[src/rtl/dcache_fsm_wb_nway.sv]
`default_nettype none
// ============================================================================
// dcache_fsm_wb_nway : N-way write-back/write-allocate L1 D-cache control FSM
// Revision: 1.0
// ============================================================================
module dcache_fsm_wb_nway #(
    parameter int WAY = 4
) (
    input  logic                     clk,
    input  logic                     rstn,
    input  logic                     pipe_valid,
    input  logic                     pipe_opflag,
    input  logic                     pipe_flush,
    output logic                     pipe_ready,
    output logic                     pipe_stall,
    output logic                     ack_op,
    output logic                     rbuf_we,
    input  logic                     rbuf_type,
    input  logic                     rbuf_suc,
    input  logic [1:0]               rbuf_opcode,
    input  logic [$clog2(WAY)-1:0]   rbuf_way,
    input  logic [WAY-1:0]           hit,
    input  logic [WAY-1:0]           dirty,
    input  logic [$clog2(WAY)-1:0]   victim,
    output logic                     use_en,
    output logic [$clog2(WAY)-1:0]   use_way,
    output logic [WAY-1:0]           data_we,
    output logic [WAY-1:0]           tagv_we,
    output logic                     dirty_set,
    output logic [WAY-1:0]           tagv_inval,
    output logic [WAY-1:0]           tagv_init,
    output logic                     data_replace,
    output logic [$clog2(WAY)-1:0]   choose_way,
    output logic                     choose_return,
    output logic                     mem_req,
    output logic                     mem_wr,
    output logic                     mem_wb_sel,
    input  logic                     mem_addrOK,
    input  logic                     mem_dataOK
);

    localparam int WAY_W = $clog2(WAY);

    typedef enum logic [3:0] {
        IDLE    = 4'd0,
        LOOKUP  = 4'd1,
        MISS_WB = 4'd2,
        MISS_RD = 4'd3,
        REFILL  = 4'd4,
        UNC_W   = 4'd5,
        OP      = 4'd6,
        OP_WB   = 4'd7,
        FLUSH   = 4'd8
    } state_t;

    state_t             state;
    state_t             next_state;
    state_t             adv_state;
    logic [WAY_W-1:0]   hw;
    logic               hit_any;
    logic [WAY_W-1:0]   sel_way;
    logic               sel_dirty;
    logic               op_skip;

    function automatic logic [WAY-1:0] onehot(input logic [WAY_W-1:0] w);
        onehot = {{(WAY-1){1'b0}}, 1'b1} << w;
    endfunction

    // Descending scan so the lowest hitting way wins on multiple hits.
    always_comb begin
        hw = '0;
        for (int i = WAY - 1; i >= 0; i--) begin
            if (hit[i]) hw = WAY_W'(i);
        end
    end

    assign hit_any   = |hit;
    assign sel_way   = (rbuf_opcode == 2'd2) ? hw : rbuf_way;
    assign sel_dirty = dirty[sel_way];
    assign op_skip   = (rbuf_opcode == 2'd2) && !hit_any;
    assign adv_state = pipe_valid ? (pipe_opflag ? OP : LOOKUP) : IDLE;

    always_ff @(posedge clk) begin
        if (!rstn) state <= IDLE;
        else       state <= next_state;
    end

    always_comb begin
        next_state    = state;
        pipe_ready    = 1'b0;
        ack_op        = 1'b0;
        use_en        = 1'b0;
        use_way       = '0;
        data_we       = '0;
        tagv_we       = '0;
        dirty_set     = 1'b0;
        tagv_inval    = '0;
        tagv_init     = '0;
        data_replace  = 1'b0;
        choose_way    = '0;
        choose_return = 1'b0;
        mem_req       = 1'b0;
        mem_wr        = 1'b0;
        mem_wb_sel    = 1'b0;
        case (state)
            IDLE: begin
                pipe_ready = 1'b1;
                next_state = adv_state;
            end
            LOOKUP: begin
                if (pipe_flush) begin
                    next_state = FLUSH;
                end else if (rbuf_suc) begin
                    // Uncached access evicts any stale cached copy on the way out.
                    mem_req = 1'b1;
                    mem_wr  = rbuf_type;
                    if (hit_any) tagv_inval = onehot(hw);
                    if (!rbuf_type)      next_state = MISS_RD;
                    else if (mem_addrOK) begin
                        pipe_ready = 1'b1;
                        next_state = adv_state;
                    end else             next_state = UNC_W;
                end else if (hit_any) begin
                    pipe_ready = 1'b1;
                    use_en     = 1'b1;
                    use_way    = hw;
                    choose_way = hw;
                    if (rbuf_type) begin
                        data_we   = onehot(hw);
                        tagv_we   = onehot(hw);
                        dirty_set = 1'b1;
                    end
                    next_state = adv_state;
                end else begin
                    next_state = dirty[victim] ? MISS_WB : MISS_RD;
                end
            end
            MISS_WB: begin
                mem_req    = 1'b1;
                mem_wr     = 1'b1;
                mem_wb_sel = 1'b1;
                if (mem_addrOK) next_state = MISS_RD;
            end
            MISS_RD: begin
                mem_req = 1'b1;
                if (mem_dataOK) begin
                    choose_return = 1'b1;
                    next_state    = REFILL;
                end
            end
            REFILL: begin
                pipe_ready   = 1'b1;
                data_replace = 1'b1;
                if (!rbuf_suc) begin
                    data_we   = onehot(victim);
                    tagv_we   = onehot(victim);
                    use_en    = 1'b1;
                    use_way   = victim;
                    dirty_set = rbuf_type;
                end
                next_state = adv_state;
            end
            UNC_W: begin
                mem_req = 1'b1;
                mem_wr  = 1'b1;
                if (mem_addrOK) begin
                    pipe_ready = 1'b1;
                    next_state = adv_state;
                end
            end
            OP: begin
                if (pipe_flush) begin
                    next_state = FLUSH;
                end else if (rbuf_opcode == 2'd0) begin
                    tagv_init  = onehot(rbuf_way);
                    pipe_ready = 1'b1;
                    ack_op     = 1'b1;
                    next_state = adv_state;
                end else if (rbuf_opcode == 2'd3 || op_skip) begin
                    pipe_ready = 1'b1;
                    ack_op     = 1'b1;
                    next_state = adv_state;
                end else if (sel_dirty) begin
                    next_state = OP_WB;
                end else begin
                    tagv_inval = onehot(sel_way);
                    pipe_ready = 1'b1;
                    ack_op     = 1'b1;
                    next_state = adv_state;
                end
            end
            OP_WB: begin
                mem_req    = 1'b1;
                mem_wr     = 1'b1;
                mem_wb_sel = 1'b1;
                if (mem_addrOK) begin
                    tagv_inval = onehot(sel_way);
                    pipe_ready = 1'b1;
                    ack_op     = 1'b1;
                    next_state = adv_state;
                end
            end
            FLUSH: begin
                pipe_ready = 1'b1;
                next_state = pipe_flush ? FLUSH : adv_state;
            end
            default: next_state = IDLE;
        endcase
    end

    assign rbuf_we    = pipe_ready;
    assign pipe_stall = ~pipe_ready;

endmodule
`default_nettype wire
[config.mk]
export PLATFORM = sky130hd
export DESIGN_NAME = dcache_fsm_wb_nway
export DESIGN_NICKNAME = d
export VERILOG_FILES = /design/src/rtl/dcache_fsm_wb_nway.sv
export SDC_FILE = /design/constraint.sdc
export NUM_CORES = 1
export LEC_CHECK = 0
export ABC_AREA = 1
export CORE_MARGIN = 1
export CORE_UTILIZATION = 37
export CTS_BUF_LIST = sky130_fd_sc_hd__clkbuf_2
export DETAILED_ROUTE_END_ITERATION = 7
export GPL_TIMING_DRIVEN = 0
export PLACE_DENSITY = 0.87
export SLEW_MARGIN = 20
export SYNTH_ARGS = -nofsm -noshare
export SYNTH_HDL_FRONTEND = slang
export SYNTH_SLANG_ARGS = --single-unit
[constraint.sdc]
create_clock -name clk -period 2.2 [get_ports clk]
set_input_delay 0.66 -clock clk [delete_from_list [all_inputs] [get_ports clk]]
set_output_delay 0.66 -clock clk [all_outputs]
set_load 0.02 [all_outputs]
# ---- Word level (Yosys, flattened, before mapping)
# Cells that the tools add are included.
dict set report totals {
  regBits 4
  inputBits 23
  out_inout_bits 31
  wordCells 115
}
dict set report op_classes {
  n_lt_le_gt_ge 2
  bitwise 1
  n_shift 4
  n_mux 81
  reduce_logical 13
  n_eq_ne 13
}
# operator n
set op_table {}
lappend op_table {{2-to-1 mux 4 bit} 23}
lappend op_table {{2-to-1 mux 1 bit} 28}
lappend op_table {{one-hot mux 4 bit (7 select lines)} 1}
lappend op_table {{2-to-1 mux 3 bit} 8}
lappend op_table {{2-to-1 mux 2 bit} 10}
lappend op_table {{== test 4 x 3 -> 1 bit, second input constant} 4}
lappend op_table {{left shift 1 x 2 -> 4 bit, first input constant} 4}
lappend op_table {{one-hot mux 4 bit (3 select lines)} 1}
lappend op_table {{one-hot mux 1 bit (2 select lines)} 5}
lappend op_table {{== test 4 x 2 -> 1 bit, second input constant} 2}
lappend op_table {{one-hot mux 4 bit (2 select lines)} 1}
lappend op_table {{OR reduction 4 bit} 2}
lappend op_table {{< comparator 2 x 3 -> 1 bit, second input constant} 2}
lappend op_table {{OR reduction 2 bit} 3}
lappend op_table {{OR reduction 3 bit} 2}
lappend op_table {{binary-select mux 1 bit (select 2 bit)} 2}
lappend op_table {{== test 2 bit, second input constant} 2}
lappend op_table {{== test 4 x 1 -> 1 bit, second input constant} 1}
lappend op_table {{== test 4 bit, second input constant} 1}
lappend op_table {{logical NOT 4 bit} 1}
lappend op_table {{inequality test 2 bit, second input constant} 2}
lappend op_table {{one-hot mux 1 bit (4 select lines)} 1}
lappend op_table {{one-hot mux 2 bit (2 select lines)} 1}
lappend op_table {{AND reduction 3 bit} 1}
lappend op_table {{6 further kinds} 6}

# ---- Logic depth before layout (Yosys ltp)
# Gate-level depths: netlist (run 1).
dict set report logic_depth {
  ltp_word 13
  ltp_mapped 13
  ltp_nobuf 13
}

# ---- Worst setup path after synthesis (run 1)
# No wires, ideal clock.
dict set report synth_timing {
  path_type {register -> output}
  start {register state[1]}
  end {output tagv_we[0]}
  required_time_ns 1.540
  path_stages_with_launch 7
  arrival_time_ns 1.947
  slack_ns -0.407
  path_cell_list {dfxtp_1 > nor2_1 > inv_2 > nor2_1 > nand2_1 > o32ai_1 > buf_4}
}
dict set report synth_via {
  elab_chain_len 2
  elab_cells_between_ends 3
  cone_classes {2 x eq/ne; 1 x mux}
}
# item line_no
set synth_lines {}
lappend synth_lines {{start, declared} 56} ;# state_t state;
lappend synth_lines {{start signal, assigned} 85} ;# else state <= next_state;
lappend synth_lines {{== test 4 x 3 -> 1 bit or == test 4 x 1 -> 1 bit (tied branches)} --}
lappend synth_lines {{one-hot mux 4 bit (2 select lines) *} --}
lappend synth_lines {{end, declared} 28} ;# output logic [WAY-1:0] tagv_we,
# Mark *: on every way between the ends. The rest lies on a longest branch, timed or not.

# ---- Final worst setup path (run 1)
dict set report layout_timing {
  start {input hit[3]}
  end {output rbuf_we}
}
dict set report layout_via {
  elab_chain_len 12
  elab_cells_between_ends 19
  cone_classes {15 x mux; 4 x reduce/logical}
}
# item line_no
set layout_lines {}
lappend layout_lines {{start, declared} 22} ;# input logic [WAY-1:0] hit,
lappend layout_lines {{2-to-1 mux 2 bit (4 in a row)} 73} ;# if (hit[i]) hw = WAY_W'(i);
lappend layout_lines {{2-to-1 mux 2 bit} 78} ;# assign sel_way = (rbuf_opcode == 2'd2) ? hw : rbuf_way;
lappend layout_lines {{binary-select mux 1 bit (select 2 bit)} 79} ;# assign sel_dirty = dirty[sel_way];
lappend layout_lines {{2-to-1 mux 1 bit (implied by the code)} 79}
lappend layout_lines {{2-to-1 mux 1 bit} 183} ;# end else if (sel_dirty) begin
lappend layout_lines {{2-to-1 mux 1 bit} 179} ;# end else if (rbuf_opcode == 2'd3 || op_skip) begin
lappend layout_lines {{2-to-1 mux 1 bit} 174} ;# end else if (rbuf_opcode == 2'd0) begin
lappend layout_lines {{2-to-1 mux 1 bit} 172} ;# if (pipe_flush) begin
lappend layout_lines {{one-hot mux 1 bit (4 select lines) *} 105} ;# case (state)
lappend layout_lines {{end, declared} 17} ;# output logic rbuf_we,
# Mark *: on every way between the ends. The rest lies on a longest branch, timed or not. The select of a mux whose other input is x is not followed.

==> qor.csv, run 1 <==
stage,metric,value,unit
sta,Max Clk Rate,373,MHz
final_layout,Reg with most FFs,state,
global_route,GR Overflow Total,0,
final_layout,area delta synth->final,128,%
final_layout,Nets,298,
placed_design,Placed Cells,266,
final_layout,Non-Filler Instances,303,
pwr,Pleak,1.11,nW
critical_path,CP max stage delay,200,ps
worst_hold_path,worst min path class,reg2reg,
synth,library cells used by synthesis,33,
route,Pre-antenna DRT Iters,7,
run_status,violated checks,setup timing,
sta,setup_tns,-5600,ps
final_layout,max FFs per register,4,
sta,RSZ-0062 raised after global routing,true,
placed_design,hpwl dp,2650,um
placed_design,Final GP Congestion,0.859,
critical_path,Worst Setup End Kind,output port,
sta,setup ws final,-478,ps
clock_tree,hold buffers post-CTS,0,
clock_tree,H-tree Lvls,1,
clock_tree,clk sink count,4,
placed_design,I/O Buffers,53,
sta,Final Max Tran Viols,0,
floorplan,die width,54.2,um
floorplan,Die ar.,0.00294,sq mm
synth,"Net Count, Synth",206,
final_layout,ANT cells,0,
sta,Setup Skew,5.18,ps
synth,sequential element share of the synthesized area,0.0794,
clock_tree,root buffer cell,clkbuf_2,
global_route,vias in the first global route,1492,
global_route,first-pass GRT wire length,6600,um
route,mean routed wirelength per cell,20.4,um
clock_tree,Worst-Skew Late Latency,190,ps
sta,# setup viols final,25,
global_route,Tot GR Track Use,0.309,
route,post-route ant nets,0,
clock_tree,TritonCTS clock tree,built,
clock_tree,clk slew on worst S/H paths,40,ps
sta,period utilisation layout,1.22,
synth,Mapped Area,0.00101,sq mm
critical_path,crit path kind,in2out,
sta,headroom to the max-slew limit,0.675,
synth,mean area per synthesized cell,5.51,sq um
clock_tree,Max clock buf depth,2,
floorplan,initial core utilization,0.400,
final_layout,layout cells sized above 1,0.667,
route,Vias,1872,
critical_path,"critical path, cell by cell",clkbuf_4 -> nor2_2 -> nand2_2 -> nand2_1 -> a21oi_4 -> buf_4 -> nand3_2 -> nand2_4 -> nand2_4 -> buf_6 -> buf_4,
sta,min Tclk post-route,2680,ps
synth,Post-Synthesis Cells,183,
critical_path,CP required,1540,ps
synth,#FFs+latches synth,4,
final_layout,Top Registers,state x4,
synth,yosys warns,0,
route,routed vias/inst,6.18,
floorplan,CORE AREA,0.00252,sq mm
floorplan,Die Y-Extent,54.2,um
critical_path,Worst Path Arrival,2020,ps
route,DRT iter0 DRCs,106,
global_route,largest net degree at the start of global routing,7,
pwr,"IR drop worst, VDD",577,uV
route,DRC,0,
clock_tree,TritonCTS Buffers,3,
job,Max Cap Viol,0,
route,final WL,6190,um
sta,Least-Margin Pin Slew,487,ps
sta,Final Hold Viols,0,
critical_path,CP Max Fanout,4,
critical_path,crit path max-delay cell type,a21oi_4,
floorplan,I/O Pins,54,
global_route,initial antenna violation count,0,
floorplan,Placement Rows,18,
final_layout,Filler Cells Inserted,110,
run_status,outcome,finished with violations,
pwr,Pwr Density,365,mW/mm^2
sta,Fin Hold WS,541,ps
critical_path,startpoint class of the critical path,primary input,
## synthesized netlist by cell type
cell type,n,share of area
a21oi_1,8,0.040
nor3_1,1,0.0050
nor4_1,4,0.025
nand2_2,5,0.031
nor2_1,19,0.071
nand3_4,1,0.017
nor2_2,2,0.012
o21ai_1,5,0.025
a221oi_1,1,0.0087
o22ai_2,1,0.012
o21ai_2,3,0.026
nor2_8,1,0.020
a31oi_1,2,0.012
nand2_8,1,0.020
o21ai_0,5,0.025
nor2_4,1,0.011
dfxtp_1,4,0.079
o22ai_1,5,0.031
o21bai_1,1,0.0074
buf_4,5,0.037
nand3_2,3,0.030
o211ai_1,1,0.0074
o311ai_0,1,0.0087
nand2_1,40,0.15
nand2_4,1,0.011
o32ai_1,2,0.017
inv_6,1,0.0087
nor3_2,1,0.0099
nand4_1,2,0.012
inv_1,30,0.11
nand3_1,14,0.069
inv_2,11,0.041
o31ai_1,1,0.0074
## routing by layer
metal | vias to the layer above | routed length [um] | GRT usage
li1 | 784 | - | -
met4 | 0 | 432 | 0.107
met5 | - | 0 | 0
met2 | 180 | 3000 | 0.502
met3 | 63 | 643 | 0.0537
met1 | 845 | 2120 | 0.404
## cell families (layout without fill, tap and decap cells)
logic type,after synthesis,in the layout,synth area share
AOI/OAI and AO/OA,36,36,0.228
and+or+nand+nor,96,96,0.494
buffers and inverters,47,137,0.199
DFF,4,4,0.0794
## placed cells by master, fill, tap and decap left out, drive strengths merged
cell type	synthesis	layout
o311ai	1	1
a31oi	2	2
o32ai	2	2
nor3	2	2
nor4	4	4
o22ai	6	6
nand3	18	18
clkdlybuf4s15	0	5
a21oi	8	8
o211ai	1	1
dfxtp	4	4
inv	42	42
dlygate4sd2	0	6
nand2	47	47
o21bai	1	1
clkdlybuf4s50	0	4
buf	5	74
nand4	2	2
o31ai	1	1
nor2	23	23
clkbuf	0	6
o21ai	13	13
a221oi	1	1
## metrics by stage
step	total power, W	setup slack, ps	utilization	area [sq um]
after detailed placement	0.000576	-1490	0.704	1780
final	0.000838	-478	0.910	2300
after CTS	0.000704	-353	0.795	2010
after floorplan	0.000392	-30.7	-	1210
after global routing	0.000882	-492	0.910	2300
after global placement	0.000571	-1510	0.704	1780
## final cells by class
type,instances,area (sq um),share of cell area
buffer,5,48.8,0.0213
clock buffer,3,15.0,0.00654
inverter,42,208,0.0905
multi-input combinational,132,1100,0.481
sequential,4,90.1,0.0392
tap,30,37.5,0.0163
timing repair buffer,87,793,0.346
## path summary, 6_finish.rpt
kind / cells past startpoint / endpoint / slack (ps) / from
max: 11 / rbuf_we / -480 / hit[3]
min: 2 / state[1] / 540 / state[1]
max reg2reg: 10 / state[0] / 460 / state[2]
min reg2reg: 2 / state[1] / 540 / state[1]
## worst max-delay path: cells and delay by family
kind                   cells  cell delay (ps)
buffers and inverters      4              560
and+or+nand+nor            6              590
AOI/OAI and AO/OA          1              200
## timing repair
action	in CTS	in global routing
endpoints found under the setup margin	32	30
setup buffers	23	11
gates resized for setup	249	65
pin swaps	21	23
## power breakdown
| part | total, W | switching, W | internal (W) |
|---|---|---|---|
| Combinational | 0.000673 | 0.000396 | 0.000277 |
| Sequential | 0.000105 | 0.0000197 | 0.0000857 |
| Clock | 0.0000596 | 0.0000230 | 0.0000366 |
No activity file was read; power rests on OpenSTA's default activity.
==> run 2: changes to the inputs <==
==> constraint.sdc (replaced) <==
create_clock -name clk -period 2.3 [get_ports clk]
set_input_delay 0.69 -clock clk [delete_from_list [all_inputs] [get_ports clk]]
set_output_delay 0.69 -clock clk [all_outputs]
set_load 0.02 [all_outputs]
==> run 2 against run 1 <==
Net effect:
- the flow still finishes with violations (setup timing)
- clock skew increased by 5.2 ps
- critical endpoint is now tagv_inval[2]
- worst hold slack improved by 17 ps
- via count fell by 2.2%
- combinational power is 6.5% lower
- critical path depth up 2
- count of clock-buffer cells in the layout unchanged
- cell count up 0.33%
- die area is the same
- setup slack improved by 25 ps
==> qor.csv, run 2 (synthesis gave the netlist of run 1 again) <==
stage,metric,value,unit,change
clock_tree,TritonCTS Buffers,3,,unchanged
sta,Final Hold Viols,0,,unchanged
route,DRT iter0 DRCs,117,,+10%
global_route,first-pass GRT wire length,6550,um,-0.83%
sta,Least-Margin Pin Slew,384,ps,-103 ps
run_status,outcome,finished with violations,,
placed_design,Placed Cells,266,,unchanged
clock_tree,hold buffers post-CTS,0,,unchanged
route,final WL,5690,um,-8.1%
critical_path,Worst Path Arrival,2060,ps,+40 ps
final_layout,Reg with most FFs,state,,
clock_tree,H-tree Lvls,1,,unchanged
floorplan,Placement Rows,18,,unchanged
floorplan,I/O Pins,54,,unchanged
critical_path,Worst Setup End Kind,output port,,
final_layout,max FFs per register,4,,unchanged
global_route,initial antenna violation count,0,,unchanged
global_route,Tot GR Track Use,0.307,,-0.00191
global_route,vias in the first global route,1446,,-3.1%
route,Pre-antenna DRT Iters,5,,-2
sta,Setup Skew,10.3,ps,+5.16 ps
final_layout,"most common cell after layout, fill and taps aside",buf_4,,
run_status,violated checks,setup timing,,
clock_tree,TritonCTS clock tree,built,,
sta,headroom to the max-slew limit,0.740,,+0.0654
sta,Final Max Tran Viols,0,,unchanged
clock_tree,clk slew on worst S/H paths,40,ps,about the same
critical_path,startpoint class of the critical path,primary input,,
clock_tree,Worst-Skew Late Latency,210,ps,+20 ps
final_layout,Filler Cells Inserted,122,,+11%
sta,setup ws final,-453,ps,+25.2 ps
route,DRC,0,,unchanged
sta,period utilisation layout,1.20,,
final_layout,Top Registers,state x4,,
final_layout,most frequent cells in the layout,"38 x buf_4, 26 x nand2_1, 21 x inv_1, 21 x buf_6, 15 x buf_2",,
clock_tree,root buffer cell,clkbuf_2,,
route,post-route ant nets,0,,unchanged
sta,min Tclk post-route,2750,ps,
floorplan,Die ar.,0.00294,sq mm,unchanged
route,routed vias/inst,6.02,,-2.5%
placed_design,Final GP Congestion,0.903,,+5.2%
sta,RSZ-0062 raised after global routing,true,,
final_layout,area delta synth->final,119,%,
route,Vias,1831,,-2.2%
pwr,Pwr Density,361,mW/mm^2,-1.0%
pwr,"IR drop worst, VDD",600,uV,+4.0%
critical_path,CP Max Fanout,4,,unchanged
global_route,GR Overflow Total,0,,unchanged
global_route,largest net degree at the start of global routing,7,,unchanged
floorplan,CORE AREA,0.00252,sq mm,unchanged
final_layout,Nets,299,,+0.34%
worst_hold_path,worst min path class,reg2reg,,
critical_path,CP required,1610,ps,+70 ps
placed_design,I/O Buffers,53,,unchanged
pwr,Pleak,1.11,nW,+0.13%
placed_design,hpwl dp,2560,um,-3.6%
floorplan,initial core utilization,0.400,,unchanged
sta,Max Clk Rate,363,MHz,
clock_tree,Max clock buf depth,2,,unchanged
sta,# setup viols final,17,,-32%
final_layout,layout cells sized above 1,0.617,,-0.0499
final_layout,ANT cells,0,,unchanged
floorplan,die width,54.2,um,unchanged
floorplan,Die Y-Extent,54.2,um,unchanged
sta,setup_tns,-3290,ps,+2310 ps
route,mean routed wirelength per cell,18.7,um,-8.4%
job,Max Cap Viol,0,,unchanged
final_layout,Non-Filler Instances,304,,+0.33%
clock_tree,clk sink count,4,,unchanged
critical_path,crit path kind,in2out,,
-- run 2: cell types whose count changed in the layout (fill, tap and decap cells not counted), sizes merged --
cell,delta
buf,+2
clkbuf,+1
clkdlybuf4s15,-4
dlygate4sd2,+1
dlymetal6s2s,+1
-- run 2: worst paths after layout --
kind	to	start	cells past startpoint	slack, ps
hold reg to reg	state[1]	state[1]	2	560
setup reg to reg	state[0]	state[2]	9	560
hold / removal	state[1]	state[1]	2	560
setup / recovery	tagv_inval[2]	hit[2]	13	-450
-- run 2: power by group --
| part | leakage (nW) | internal (W) | switching, W |
|---|---|---|---|
| registers | 0.0353 | 0.0000823 | 0.0000202 |
| logic | 1.06 | 0.000261 | 0.000368 |
| clock network | 0.0125 | 0.0000351 | 0.0000298 |
| total | 1.11 | 0.000379 | 0.000418 |
-- run 2: critical path, stage by stage --
cell and delay (ps):
buf_4 140, inv_4 70, nand2_1 60, nand2_2 80, nand3_1 100, nand3_2 120, nand2_1 70, nand2_2 70
nand2_2 80, o22ai_4 210, nand3_2 160, o21ai_4 90, buf_6 130
-- run 2: per-layer routing --
layer / vias up / share of wire / GRT usage / wire [um]
li1: 780 / - / - / -
met1: 821 / 0.36 / 0.405 / 2070
met2: 180 / 0.46 / 0.516 / 2630
met3: 50 / 0.11 / 0.0254 / 609
met4: 0 / 0.067 / 0.103 / 381
met5: - / 0 / 0 / 0
-- run 2: per-stage QoR --
step	hold WS (ps)	area [sq um]	total power, W	utilization	worst slack [ps]
5_1_grt	567	2200	0.000834	0.874	-521
2_1_floorplan	492	1180	0.000367	-	-67.3
4_1_cts	526	2000	0.000669	0.794	-321
6_report	558	2200	0.000797	0.874	-453
3_3_place_gp	529	1750	0.000535	0.694	-1520
3_5_place_dp	541	1750	0.000540	0.694	-1510
-- run 2: cell type report --
cell class	count	area [sq um]	share of cell area
Sequential cell	4	92.6	0.0420
Multi-Input combinational cell	132	1080	0.490
Buffer	4	37.5	0.0170
Timing Repair Buffer	89	744	0.338
Clock buffer	3	15.0	0.00681
Tap cell	30	37.5	0.0170
Inverter	42	198	0.0897
-- run 2: repair_timing --
item,CTS,global route
resized for setup,237,51
buffers inserted,23,13
setup endpoints to repair,31,27
pin swaps,25,23
==> run 3: changes to the inputs <==
--- a/config.mk
+++ b/config.mk
@@ -6,7 +6,7 @@
 export NUM_CORES = 1
 export LEC_CHECK = 0
 export ABC_AREA = 1
-export CORE_MARGIN = 1
+export CAP_MARGIN = 0
 export CORE_UTILIZATION = 37
 export CTS_BUF_LIST = sky130_fd_sc_hd__clkbuf_2
 export DETAILED_ROUTE_END_ITERATION = 7
==> results of run 3 <==
Final layout, timing and power as in run 2 (identical DEF).
